**src/rtl/down_timer_pkg.sv**
```systemverilog
// Shared types and defaults for the loadable down-counter timer.
// Optional prescaler is enabled with DOWN_TIMER_PRESCALE_EN.
package down_timer_pkg;

   localparam int DT_WIDTH = 4;

   typedef enum logic {
      S_IDLE = 1'b0,
      S_RUN  = 1'b1
   } state_e;

endpackage

```
**src/rtl/down_timer_if.sv**
```systemverilog
// Command/status bundle between a controller and down_timer.
// Optional prescaler (DOWN_TIMER_PRESCALE_EN) does not change this bundle.
interface down_timer_if
   import down_timer_pkg::*;
#(
   parameter int WIDTH = DT_WIDTH
);

   // Commands are level strobes sampled on every rising edge with no backpressure;
   // done is a registered one-cycle pulse and the outputs are always valid.
   logic             load;
   logic [WIDTH-1:0] load_val;
   logic             start;
   logic             stop;
   logic             en;
   logic             periodic;
   logic [WIDTH-1:0] count_out;
   logic             busy;
   logic             done;
   state_e           state_dbg;

   modport master (
      output load, load_val, start, stop, en, periodic,
      input  count_out, busy, done, state_dbg
   );

   modport slave (
      input  load, load_val, start, stop, en, periodic,
      output count_out, busy, done, state_dbg
   );

endinterface

```
**src/rtl/down_timer_tick_prescaler.sv**
```systemverilog
// Divides enable cycles by PRESCALE into single-cycle decrement ticks.
// Only instantiated when DOWN_TIMER_PRESCALE_EN is defined.
module tick_prescaler #(
   parameter int PRESCALE = 4
) (
   input  logic clk,
   input  logic rst,
   input  logic clr,
   input  logic en,
   output logic tick
);

   localparam int CW = (PRESCALE > 1) ? $clog2(PRESCALE) : 1;
   localparam logic [CW-1:0] LAST = CW'(PRESCALE - 1);

   logic [CW-1:0] cnt_q;

   always_ff @(posedge clk) begin
      if (rst || clr) begin
         cnt_q <= '0;
      end else if (en) begin
         cnt_q <= (cnt_q == LAST) ? '0 : cnt_q + CW'(1);
      end
   end

   assign tick = en && (cnt_q == LAST);

endmodule

```
**src/rtl/down_timer.sv**
```systemverilog
// Loadable down-counter with one-shot / periodic modes and a one-cycle done pulse.
// Define DOWN_TIMER_PRESCALE_EN to decrement only every PRESCALE enabled cycles.
module down_timer
   import down_timer_pkg::*;
#(
   parameter int WIDTH    = DT_WIDTH,
   parameter int PRESCALE = 4
) (
   input  logic        clk,
   input  logic        rst,
   down_timer_if.slave bus
);

   state_e           state_q, state_d;
   logic [WIDTH-1:0] count_q, count_d;
   logic [WIDTH-1:0] reload_q, reload_d;
   logic             done_q, done_d;
   logic             tick;

`ifdef DOWN_TIMER_PRESCALE_EN
   logic presc_clr;

   // Restart the divider whenever the count is re-armed so the first period is full length.
   assign presc_clr = bus.load | bus.stop | ((state_q == S_IDLE) && (state_d == S_RUN));

   tick_prescaler #(
      .PRESCALE (PRESCALE)
   ) u_prescaler (
      .clk  (clk),
      .rst  (rst),
      .clr  (presc_clr),
      .en   (bus.en && (state_q == S_RUN)),
      .tick (tick)
   );
`else
   localparam int unused_prescale = PRESCALE;

   assign tick = bus.en;
`endif

   always_ff @(posedge clk) begin
      if (rst) begin
         state_q  <= S_IDLE;
         count_q  <= '0;
         reload_q <= '0;
         done_q   <= 1'b0;
      end else begin
         state_q  <= state_d;
         count_q  <= count_d;
         reload_q <= reload_d;
         done_q   <= done_d;
      end
   end

   always_comb begin
      state_d  = state_q;
      count_d  = count_q;
      reload_d = reload_q;
      done_d   = 1'b0;

      if (bus.load) begin
         count_d  = bus.load_val;
         reload_d = bus.load_val;
         state_d  = (bus.start && (bus.load_val != '0)) ? S_RUN : S_IDLE;
      end else if (bus.stop) begin
         state_d = S_IDLE;
      end else if (bus.start && (state_q == S_IDLE)) begin
         // A zero count is a zero-length timer: report completion without running.
         if (count_q != '0) begin
            state_d = S_RUN;
         end else begin
            done_d = 1'b1;
         end
      end else if ((state_q == S_RUN) && tick) begin
         if (count_q > WIDTH'(1)) begin
            count_d = count_q - WIDTH'(1);
         end else if (bus.periodic) begin
            count_d = reload_q;
            done_d  = 1'b1;
         end else begin
            count_d = '0;
            state_d = S_IDLE;
            done_d  = 1'b1;
         end
      end
   end

   assign bus.count_out = count_q;
   assign bus.busy      = (state_q == S_RUN);
   assign bus.done      = done_q;
   assign bus.state_dbg = state_q;

endmodule
```
**src/flat_wrapper.sv**
```systemverilog
// flat-port wrapper written by rule: the top's interface ports become plain ports
module down_timer_flat import down_timer_pkg::*;
#(
   parameter int WIDTH    = DT_WIDTH,
   parameter int PRESCALE = 4
)
  (clk, rst, bus_load, bus_load_val, bus_start, bus_stop, bus_en, bus_periodic, bus_count_out, bus_busy, bus_done, bus_state_dbg);
  down_timer_if #(.WIDTH(WIDTH)) bus_i ();
  input  logic clk;
  input  logic rst;
  input wire logic [$bits(bus_i.load)-1:0] bus_load;
  input wire logic [$bits(bus_i.load_val)-1:0] bus_load_val;
  input wire logic [$bits(bus_i.start)-1:0] bus_start;
  input wire logic [$bits(bus_i.stop)-1:0] bus_stop;
  input wire logic [$bits(bus_i.en)-1:0] bus_en;
  input wire logic [$bits(bus_i.periodic)-1:0] bus_periodic;
  output wire logic [$bits(bus_i.count_out)-1:0] bus_count_out;
  output wire logic [$bits(bus_i.busy)-1:0] bus_busy;
  output wire logic [$bits(bus_i.done)-1:0] bus_done;
  output wire logic [$bits(bus_i.state_dbg)-1:0] bus_state_dbg;
  assign bus_i.load = bus_load;
  assign bus_i.load_val = bus_load_val;
  assign bus_i.start = bus_start;
  assign bus_i.stop = bus_stop;
  assign bus_i.en = bus_en;
  assign bus_i.periodic = bus_periodic;
  assign bus_count_out = bus_i.count_out;
  assign bus_busy = bus_i.busy;
  assign bus_done = bus_i.done;
  assign bus_state_dbg = bus_i.state_dbg;
  down_timer #(.WIDTH(WIDTH), .PRESCALE(PRESCALE)) u_core (.clk(clk), .rst(rst), .bus(bus_i));
endmodule
```
**config.mk**
```make
export PLATFORM = sky130hd
export DESIGN_NAME = down_timer_flat
export DESIGN_NICKNAME = d
export VERILOG_FILES = /design/src/rtl/down_timer_pkg.sv /design/src/rtl/down_timer_if.sv /design/src/rtl/down_timer_tick_prescaler.sv /design/src/rtl/down_timer.sv /design/src/flat_wrapper.sv
export SDC_FILE = /design/constraint.sdc
export NUM_CORES = 1
export LEC_CHECK = 0
export CAP_MARGIN = 20
export CORE_MARGIN = 2
export CORE_UTILIZATION = 44
export DETAILED_ROUTE_END_ITERATION = 8
export PLACE_DENSITY = 0.76
export RECOVER_POWER = 25
export SYNTH_ARGS = -nofsm -noshare
export SYNTH_HDL_FRONTEND = slang
export SYNTH_SLANG_ARGS = --single-unit
```
**constraint.sdc**
```tcl
create_clock -name clk -period 1.9 [get_ports clk]
set_input_delay 0.38 -clock clk [delete_from_list [all_inputs] [get_ports clk]]
set_output_delay 0.38 -clock clk [all_outputs]
set_load 0.02 [all_outputs]
```
Yosys cells after proc, flatten, opt, wreduce, memory -nomap -nowiden
Index checks and enable logic that the tools add are counted.
{"block": "classes", "magnitude_cmp": 1, "n_addsub": 1, "reduce_logical": 10, "n_mux": 18, "n_eq_ne": 5, "n_bitwise": 1}
{"cell": "4-bit two-way mux", "count": 6}
{"cell": "1-bit two-way mux", "count": 12}
{"cell": "4-bit nonzero test", "count": 3}
{"cell": "4-bit by 3-bit inequality test with 1-bit output, second input constant", "count": 2}
{"cell": "4-bit by 1-bit greater-than comparator with 1-bit output, second input constant", "count": 1}
{"cell": "2-bit inequality test, second input constant", "count": 2}
{"cell": "4-bit inequality test, second input constant", "count": 1}
{"cell": "4-bit AND reduction", "count": 1}
{"cell": "4-bit by 1-bit subtractor with 4-bit output, second input constant", "count": 1}
{"cell": "1-bit logical AND", "count": 3}
{"cell": "3-bit AND reduction", "count": 1}
{"cell": "3-bit OR reduction", "count": 1}
{"cell": "2-bit nonzero test", "count": 1}
{"cell": "1-bit inverter", "count": 1}
{"block": "word_totals", "regBits": 10, "elab_cells": 40, "inputBits": 11}

Longest topological paths before layout
{"block": "logic_depth", "depth_word": 6, "ltp_mapped": 6, "mapped_depth_nobuf": 6}

Worst setup path before layout
OpenSTA, ideal clock, no wires.
{"block": "synth_timing", "kind": "register to register", "startpoint": "register u_core.count_q[0], in the netlist u_core.bus.count_out[0]", "endpoint": "register u_core.count_q[3], in the netlist u_core.bus.count_out[3]", "setup_ns": 0.070, "synth_period_minus_slack_ns": 1.614, "arrival_ns": 1.545, "path_stages_with_launch": 7, "setup_slack_ns": 0.286, "t_required_ns": 1.830, "n_path_buf": 0, "cell_sequence": "dfxtp_1 -> inv_1 -> ha_1 -> nor2_1 -> nor2_1 -> or3_1 -> a21oi_1"}
{"block": "synth_via", "elab_chain_cells": 6, "word_cells_on_any_way": 7}
{"item": "start, declared", "line": "down_timer.sv:15", "text": "logic [WIDTH-1:0] count_q, count_d;"}
{"item": "start signal, assigned", "line": "down_timer.sv:49", "text": "count_q <= count_d;"}
{"item": "4-bit by 1-bit subtractor with 4-bit output or 4-bit by 1-bit greater-than comparator with 1-bit output (tied branches)", "line": "down_timer.sv:76, down_timer.sv:75"}
{"item": "4-bit two-way mux *", "line": "down_timer.sv:75", "text": "if (count_q > WIDTH'(1)) begin"}
{"item": "4-bit two-way mux *", "line": "down_timer.sv:74", "text": "end else if ((state_q == S_RUN) && tick) begin"}
{"item": "4-bit two-way mux *", "line": "down_timer.sv:67", "text": "end else if (bus.start && (state_q == S_IDLE)) begin"}
{"item": "4-bit two-way mux *", "line": "down_timer.sv:65", "text": "end else if (bus.stop) begin"}
{"item": "4-bit two-way mux *", "line": "down_timer.sv:61", "text": "if (bus.load) begin"}
Every way passes the cells marked *; elsewhere a longest branch is shown, timed or not. The select of a mux whose other input is x is not followed.
A chain may end at the register's enable or synchronous reset.

Worst setup path after layout
{"block": "layout_timing", "startpoint": "register u_core.state_q, in the netlist u_core.bus.busy", "endpoint": "output bus_busy"}
{"item": "start, declared", "line": "down_timer.sv:14", "text": "state_e state_q, state_d;"}
{"item": "start signal, assigned", "line": "down_timer.sv:48", "text": "state_q <= state_d;"}
{"item": "end, declared", "line": "flat_wrapper.sv:18", "text": "output wire logic [$bits(bus_i.busy)-1:0] bus_busy;"}
No word-level cell between the ends.

==> results.py <==
metrics = {
    "status": {
        "status": "finished, final reports clean",
    },
    "worst_hold_path": {
        "whs_endpoint": "u_core.reload_q[2]",
        "whs_path_depth": 2,
        "hp-start": "u_core.reload_q[2]",
        "hold_path.class": "reg2reg",
    },
    "setup_path": {
        "r2r-start": "u_core.bus.count_out[0]",
        "required_ps": 1520,
        "critPathLaunchType": "flip-flop",
        "r2r_setup_slack_ps": 180,
        "worst-path-max-fanout": 9,
        "slowest_delay_ps": 660,
        "r2r_end": "u_core.bus.count_out[3]",
        "critPathBufInv": 1,
        "worst_path_max_delay_cell": "clkdlybuf4s50_1",
        "crit_family": "buffers and inverters",
        "crit_arrival_ps": 1420,
        "crit_path_end_kind": "primary output",
        "r2r_cells": 6,
        "crit_chain": "clkdlybuf4s50_1",
        "worstSetupPathType": "reg2out",
    },
    "final_layout": {
        "final_cell_mix": "16 x clkdlybuf4s50_1, 10 x dfxtp_1, 8 x nor2_1",
        "syn_to_final_growth_pct": 37.2,
        "final_nets": 106,
        "drive_gt1_share_pct": 7.61,
        "finalNonFillerCells": 107,
        "utilization_pct": 63.2,
        "insertedDiodeCount": 0,
        "final_area_um2": 812,
        "layout_commonest_cell": "clkdlybuf4s50_1",
        "fillers": 113,
    },
    "grt": {
        "grt_pass1_vias": 558,
        "grt_max_degree": 10,
        "grtUsageMet2_pct": 39.7,
        "antenna_found_initial": 0,
        "grtUsageMet3_pct": 4.89,
        "grt.busiest_layer": "met2",
        "globalRouteOverflowTotal": 0,
        "grtUsageMet1_pct": 29.6,
        "grtUsageTotal_pct": 22.8,
        "grt_pass1_wl_um": 2470,
    },
    "die": {
        "row_count": 13,
        "initial_core_util_pct": 46.1,
        "io_pins": 18,
        "die_h_um": 40.7,
        "dieArea_mm2": 0.00165,
        "die_w_um": 40.7,
        "coreArea_mm2": 0.00128,
    },
    "yosys": {
        "synth_top_family_by_area": "compound AO/OA/AOI/OAI gates",
        "ys_seq_area_share_pct": 33.8,
        "avgSynthCellArea_um2": 8.22,
        "synth_compound_area_share_pct": 28.1,
        "synth_cells": 72,
        "synthXorXnorAreaFrac_pct": 1.48,
        "synthAdderAreaFrac_pct": 4.23,
        "ys_ff_latch": 10,
        "synth_fp_nets": 85,
        "syn_area_um2": 592,
        "synthDistinctLibCells": 27,
        "synth_warnings": 0,
        "synthMuxAreaShare_pct": 3.38,
        "yosys.area_share.simple_pct": 23.7,
    },
    "routing": {
        "drc": 0,
        "via_per_inst": 5.83,
        "drt_iter0_markers": 27,
        "wl_per_cell_um": 14.6,
        "ant_nets": 0,
        "vias": 624,
        "wl_um": 1560,
        "firstDrtPassIters": 4,
    },
    "cts": {
        "cts.sinks": 10,
        "cts.clk_slew.worst_paths_ps": 80,
        "postCtsHoldBufs": 0,
        "root_buffer": "clkbuf_4",
        "tritoncts": "built",
        "clk_path_buf_depth": 2,
        "clk_latency_ps": 270,
        "postCtsSetupBuffers": 0,
        "cts-buffers-inserted": 3,
        "h-tree-depth": 1,
        "postCtsResizedCells": 0,
    },
    "pwr": {
        "powerDensity_mw_per_mm2": 715,
        "peakVddDrop_v": 0.000370,
        "p_leak_nw": 0.308,
        "power_w": 0.000581,
    },
    "timing": {
        "min_period_over_period_pct": 94.9,
        "tightest_slew_ps": 452,
        "slew_headroom_pct": 69.5,
        "skew_ps": 9.52,
        "fmax_mhz": 555,
        "post-route-min-period_ps": 1800,
        "hold_violations": 0,
        "setup_viol": 0,
        "maxSlewViolCount": 0,
        "final.setup.tns_ps": 0,
        "grt_setup_unrepaired": "false",
    },
    "placement": {
        "io_buffers": 17,
        "placed_area_um2": 779,
        "place_congestion": 0.877,
        "dpl.cell_count": 103,
        "dp_hpwl_um": 1190,
    },
    "run": {
        "maxCapViolations": 0,
    },
}
==> worst max path at each step <==
stage / startpoint / end / slack [ps] / cells past startpoint
after detailed placement: bus_load_val[3] / u_core.bus.busy / 100 / 5
after floorplan: u_core.bus.count_out[0] / u_core.bus.count_out[3] / 290 / 6
after global routing: u_core.bus.count_out[0] / u_core.bus.count_out[1] / 20 / 6
after CTS: u_core.bus.busy / bus_busy / 110 / 1
after global placement: bus_load_val[3] / u_core.bus.busy / 100 / 5
final: u_core.bus.busy / bus_busy / 100 / 1
==> kinds of logic after synthesis <==
logic type / after synthesis
AND/OR/NAND/NOR: 26
AO/OA/AOI/OAI: 24
flip-flops: 10
buffers and inverters: 7
multiplexers: 2
adder cells (fa/ha/maj): 2
XOR/XNOR: 1
==> cell usage after synthesis <==
library cell | number | area, um2
o2111ai_1 | 1 | 8.76
clkbuf_1 | 1 | 3.75
o31ai_1 | 3 | 22.5
nand3b_1 | 1 | 7.51
mux2i_1 | 2 | 20.0
and3b_1 | 1 | 8.76
o21ai_0 | 2 | 10.0
or2_1 | 2 | 12.5
o22ai_1 | 4 | 25.0
buf_4 | 1 | 7.51
xnor2_1 | 1 | 8.76
nor2_1 | 8 | 30.0
inv_1 | 4 | 15.0
buf_2 | 1 | 5.00
a311oi_1 | 2 | 17.5
dfxtp_1 | 10 | 200
nand2b_1 | 5 | 31.3
a31oi_1 | 2 | 12.5
ha_1 | 2 | 25.0
a21oi_1 | 7 | 35.0
nor3_2 | 1 | 10.0
nand2_1 | 5 | 18.8
o41ai_2 | 1 | 16.3
a41o_1 | 1 | 10.0
o41ai_1 | 1 | 8.76
or3_1 | 2 | 12.5
and4_1 | 1 | 8.76
==> report_power, final <==
part           internal [W]  total, W  switching [W]
logic             0.0000692  0.000143      0.0000733
clock network      0.000116  0.000201      0.0000844
registers          0.000222  0.000238      0.0000155
==> cell type report <==
cell class                      count  area [um2]  area share (%)
Multi-Input combinational cell     55         360            44.4
Tap cell                           15        18.8            2.31
Sequential cell                    10         200            24.7
Timing Repair Buffer               19         181            22.3
Clock buffer                        4        36.3            4.47
Inverter                            4        15.0            1.85
==> flip-flops by register name, summed over array words and instances, names as in the netlist <==
signal,cells
u_core.reload_q,4
u_core.bus.busy,1
u_core.bus.count_out,4
u_core.bus.done,1
==> metal layers <==
| metal | up-vias | routed length [um] |
|---|---|---|
| li1 | 306 | - |
| met1 | 291 | 680 |
| met2 | 25 | 785 |
| met3 | 2 | 82 |
| met4 | 0 | 10 |
| met5 | - | 0 |
==> metrics by stage <==
| stage | setup WS (ps) | hold slack (ps) |
|---|---|---|
| after floorplan | 286 | 450 |
| after global placement | 97.5 | 465 |
| after detailed placement | 99.0 | 468 |
| after CTS | 115 | 480 |
| after global routing | 21.9 | 518 |
| final | 96.8 | 480 |
Note: power is estimated with default switching activity, not from simulation.
